==> src/rtl/serial_pkg.sv <==
// Shared types and line levels for the serial transmit path.
// SERIAL_TX_PARITY_EN selects the even-parity frame variant.
package serial_pkg;

    typedef enum logic [2:0] {
        IDLE   = 3'd0,
        START  = 3'd1,
        DATA   = 3'd2,
        PARITY = 3'd3,
        STOP   = 3'd4
    } state_e;

    localparam logic LINE_IDLE = 1'b1;
    localparam logic START_BIT = 1'b0;
    localparam logic STOP_BIT  = 1'b1;

    function automatic int cnt_width(input int n);
        return (n > 1) ? $clog2(n) : 1;
    endfunction

endpackage

==> src/rtl/serial_tx_piso_baud_tick.sv <==
// Baud divider: one-cycle tick on the last cycle of every bit period.
// Held at zero while disabled so each frame starts on a fresh period.
module baud_tick
    import serial_pkg::*;
#(
    parameter int CLKS_PER_BIT = 4
) (
    input  logic clk,
    input  logic rst,
    input  logic en,
    output logic tick
);

    localparam int CW = cnt_width(CLKS_PER_BIT);
    localparam logic [CW-1:0] LAST = CW'(CLKS_PER_BIT - 1);

    logic [CW-1:0] cnt_q;
    logic [CW-1:0] cnt_d;

    always_comb begin
        cnt_d = cnt_q;
        if (!en || cnt_q == LAST) begin
            cnt_d = '0;
        end else begin
            cnt_d = cnt_q + CW'(1);
        end
    end

    always_ff @(posedge clk) begin
        if (rst) begin
            cnt_q <= '0;
        end else begin
            cnt_q <= cnt_d;
        end
    end

    assign tick = en && (cnt_q == LAST);

endmodule

==> src/rtl/serial_tx_piso.sv <==
// Parallel-in serial-out frame transmitter, LSB first, start/stop framed.
// Define SERIAL_TX_PARITY_EN to insert an even-parity bit after the data.
module serial_tx_piso
    import serial_pkg::*;
#(
    parameter int DATA_W       = 8,
    parameter int CLKS_PER_BIT = 4
) (
    input  logic              clk,
    input  logic              rst,
    input  logic [DATA_W-1:0] tx_data,
    input  logic              tx_valid,
    output logic              tx_ready,
    output logic              tx_serial,
    output logic              tx_busy,
    output logic              tx_done
);

    localparam int IDX_W = $clog2(DATA_W + 1);
    localparam logic [IDX_W-1:0] LAST_IDX = IDX_W'(DATA_W - 1);

    state_e            state_q;
    logic [DATA_W-1:0] shift_q;
    logic [DATA_W-1:0] shift_d;
    logic [IDX_W-1:0]  idx_q;
    logic              serial_q;
    logic              tick;
`ifdef SERIAL_TX_PARITY_EN
    logic              parity_q;
`endif

    baud_tick #(
        .CLKS_PER_BIT(CLKS_PER_BIT)
    ) u_baud (
        .clk (clk),
        .rst (rst),
        .en  (state_q != IDLE),
        .tick(tick)
    );

    assign shift_d = shift_q >> 1;

    always_ff @(posedge clk) begin
        if (rst) begin
            state_q  <= IDLE;
            shift_q  <= '0;
            idx_q    <= '0;
            serial_q <= LINE_IDLE;
`ifdef SERIAL_TX_PARITY_EN
            parity_q <= 1'b0;
`endif
        end else begin
            unique case (state_q)
                IDLE: begin
                    serial_q <= LINE_IDLE;
                    if (tx_valid) begin
                        shift_q  <= tx_data;
                        serial_q <= START_BIT;
                        state_q  <= START;
`ifdef SERIAL_TX_PARITY_EN
                        parity_q <= ^tx_data;
`endif
                    end
                end
                START: begin
                    if (tick) begin
                        serial_q <= shift_q[0];
                        idx_q    <= '0;
                        state_q  <= DATA;
                    end
                end
                DATA: begin
                    if (tick) begin
                        shift_q <= shift_d;
                        if (idx_q == LAST_IDX) begin
`ifdef SERIAL_TX_PARITY_EN
                            serial_q <= parity_q;
                            state_q  <= PARITY;
`else
                            serial_q <= STOP_BIT;
                            state_q  <= STOP;
`endif
                        end else begin
                            idx_q    <= idx_q + IDX_W'(1);
                            serial_q <= shift_d[0];
                        end
                    end
                end
`ifdef SERIAL_TX_PARITY_EN
                PARITY: begin
                    if (tick) begin
                        serial_q <= STOP_BIT;
                        state_q  <= STOP;
                    end
                end
`endif
                STOP: begin
                    if (tick) begin
                        serial_q <= LINE_IDLE;
                        state_q  <= IDLE;
                    end
                end
                default: begin
                    serial_q <= LINE_IDLE;
                    state_q  <= IDLE;
                end
            endcase
        end
    end

    assign tx_serial = serial_q;
    assign tx_ready  = (state_q == IDLE);
    assign tx_busy   = (state_q != IDLE);
    assign tx_done   = (state_q == STOP) && tick;

endmodule

==> config.mk <==
export PLATFORM = sky130hd
export DESIGN_NAME = serial_tx_piso
export DESIGN_NICKNAME = d
export VERILOG_FILES = /design/src/rtl/serial_pkg.sv /design/src/rtl/serial_tx_piso_baud_tick.sv /design/src/rtl/serial_tx_piso.sv
export SDC_FILE = /design/constraint.sdc
export NUM_CORES = 1
export LEC_CHECK = 0
export ABC_CLOCK_PERIOD_IN_PS = 2000
export CAP_MARGIN = 10
export CORE_MARGIN = 4
export CORE_UTILIZATION = 52
export DETAILED_ROUTE_END_ITERATION = 7
export GPL_ROUTABILITY_DRIVEN = 1
export PLACE_DENSITY = 0.86
export REMOVE_ABC_BUFFERS = 1
export SYNTH_ARGS = -nofsm -noshare
export SYNTH_HDL_FRONTEND = slang
export SYNTH_SLANG_ARGS = --single-unit
==> constraint.sdc <==
create_clock -name clk -period 2 [get_ports clk]
set_clock_uncertainty 0.15 [all_clocks]
set_input_delay 0.6 -clock clk [delete_from_list [all_inputs] [get_ports clk]]
set_output_delay 0.6 -clock clk [all_outputs]
set_load 0.02 [all_outputs]
==> metrics.cfg <==
[outcome]
run_status = complete, no violations

[power]
power_density_nw_per_um2 = 547
ir_worst_vdd_mv = 0.311
power.leakage_uw = 0.000504

[logic_synthesis]
seq_area_frac_synth = 0.355
synth_top_cells_by_count = dfxtp_1, a21oi_1, nand2_1
synth_seq_cells = 18
synth_area_um2 = 1020
ys_top_cells_by_area = dfxtp_1, a311oi_2, a21oi_1, buf_2, nand3_1
async_flop_share = 0
avgSynthCellArea_um2 = 9.50
ys_types = 45
yosysTopAreaCell = dfxtp_1
synthCells = 107
synth-edff-count = 0
synth_top_cell_area_share = 0.355
ys.flop_type = dfxtp_1
yosysMostFrequentCell = dfxtp_1
ys.warnings.count = 0

[routing]
detail-route-antenna-nets = 0
drc = 0
drt_iter0_markers = 27
finalWirelength_um = 2270
vias_per_cell = 5.97
vias = 902
wl_per_cell_um = 15.0
first_pass_iters = 4

[critical_path]
path_depth = 4
worst-path-buf-inv = 1
slowest_delay_ns = 0.53
cp_data_arrival_time_ns = 1.98
required_ns = 2.06
path_class = reg -> reg
reg2reg_depth = 4
critPathMaxFanout = 20
cp_top_family = simple AND/OR/NAND/NOR gates
slowest_stage = or3b_1
path_cells = buf_4 > or3b_1 > mux2i_1 > a211oi_2
cp-start-kind = flop
cp-end-kind = flop

[clock_tree]
cts.path.max_buffers = 2
path_clk_slew_ns = 0.10
cts_tree = built
cts_setup_buffers = 0
htree_levels = 1
clock-sinks = 18
cts-root-buf = clkbuf_4
clkLatencyLatePin_ns = 0.29
numCtsBuffers = 3

[place]
pre_cts_ws_ns = -0.158
dp_hpwl_um = 1590
io_buffers = 14
dpl_cell_area_um2 = 1220
gp_congestion = 0.814

[global_route]
grt_max_degree = 21
groute.usage.overall = 0.190
grt_overflow_total = 0
antenna_found_initial = 0
grt_pass1_vias = 862
grt_pass1_wl_um = 3860

[sta]
final_max_slew_viol_count = 0
finalWorstSetupSlack_ns = 0.0826
relSlewSlack = 0.793
finalCritPeriodShare = 0.959
max_freq_mhz = 522
period_minus_slack_ns = 1.92
worst_pin_slew_ns = 0.311
finalHoldViolCount = 0
rsz0062_at_grt = false
finalSetupViolCount = 0

[layout]
syn_to_final_growth_pct = 24.1
layout-drive-gt1-share = 0.270
fin_nets = 141
final_util = 0.707
fill_cells = 131
fin_area_um2 = 1260
diodes = 0

[die]
dieArea_um2 = 2720
start_util = 0.570
die_h_um = 52.2
io_pins = 15
core-area_um2 = 1780
fp.dieW_um = 52.2
rows = 15

[hold_path]
whs_path_depth = 1
hold_class = reg -> reg

[flow_run]
cap_violations = 0

[routing by layer]
layer / vias to the layer above / share of wire / GRT usage
met3: 4 / 0.032 / 0.0342
met5: - / 0 / 0
li1: 449 / - / -
met4: 0 / 0.0079 / 0.0638
met1: 426 / 0.47 / 0.237
met2: 23 / 0.49 / 0.328
[worst register-to-register path, cell delays in order (launching register included)]
cell	delay, ns
dfxtp_1	0.47
buf_4	0.29
or3b_1	0.53
mux2i_1	0.18
a211oi_2	0.22
[power breakdown]
group	leakage (µW)	switching, µW	internal, µW
registers	0.000148	11.4	376
logic	0.000342	62.1	66.8
clock network	0.0000138	104	69.9
[cell families after synthesis]
logic type	synth area share
flops	0.355
compound gates	0.266
xor+xnor	0.00862
buf+inv	0.0628
simple gates	0.248
fa+ha+maj	0.0246
mux	0.0357
[layout make-up]
class | instances | area [µm²] | share of cell area
Sequential cell | 18 | 363 | 0.288
Multi-Input combinational cell | 76 | 613 | 0.486
Inverter | 3 | 11.3 | 0.00893
Timing Repair Buffer | 26 | 220 | 0.175
Tap cell | 25 | 31.3 | 0.0248
Clock buffer | 3 | 22.5 | 0.0179
[worst paths after layout]
path	start	end	slack, ns
max	state_q[1]$_SDFFE_PP0P_	shift_q[0]$_SDFFE_PP0P_	0.08
max reg2reg	state_q[1]$_SDFFE_PP0P_	shift_q[0]$_SDFFE_PP0P_	0.08
min	u_baud.cnt_q[0]$_SDFF_PP0_	u_baud.cnt_q[0]$_SDFF_PP0_	0.26
min reg2reg	u_baud.cnt_q[0]$_SDFF_PP0_	u_baud.cnt_q[0]$_SDFF_PP0_	0.26
[flip-flops by register name, summed over array words and instances, names as in the netlist]
signal / cells
u_baud.cnt_q: 2
shift_q: 8
idx_q: 4
tx_serial: 1
state_q: 3
[cell usage in the layout, fill, tap and decap left out, types with 3 or more instances in the layout]
master | netlist | layout
a21oi_1 | 9 | 9
clkdlybuf4s50_1 | 0 | 10
nor4_1 | 3 | 3
inv_1 | 3 | 3
buf_4 | 2 | 13
nand2_1 | 8 | 8
nand3_1 | 6 | 6
clkbuf_4 | 0 | 3
dfxtp_1 | 18 | 16
a311oi_2 | 6 | 6
and3_1 | 3 | 3
[per-stage QoR]
stage          TNS (ns)  power [µW]  std cells  hold slack [ns]
5_1_grt               0         722        151            0.279
3_5_place_dp      -1.03         523        148            0.274
6_report              0         690        151            0.257
4_1_cts               0         697        151            0.288
2_1_floorplan   -0.0628         460         97            0.254
3_3_place_gp     -0.627         519        148            0.258
[repair_timing]
item	CTS	global route
pin swaps	1	0
hold buffers	0	0
gates resized for setup	11	7
endpoints found under the setup margin	3	4
Power figures use the tool's default switching activity.
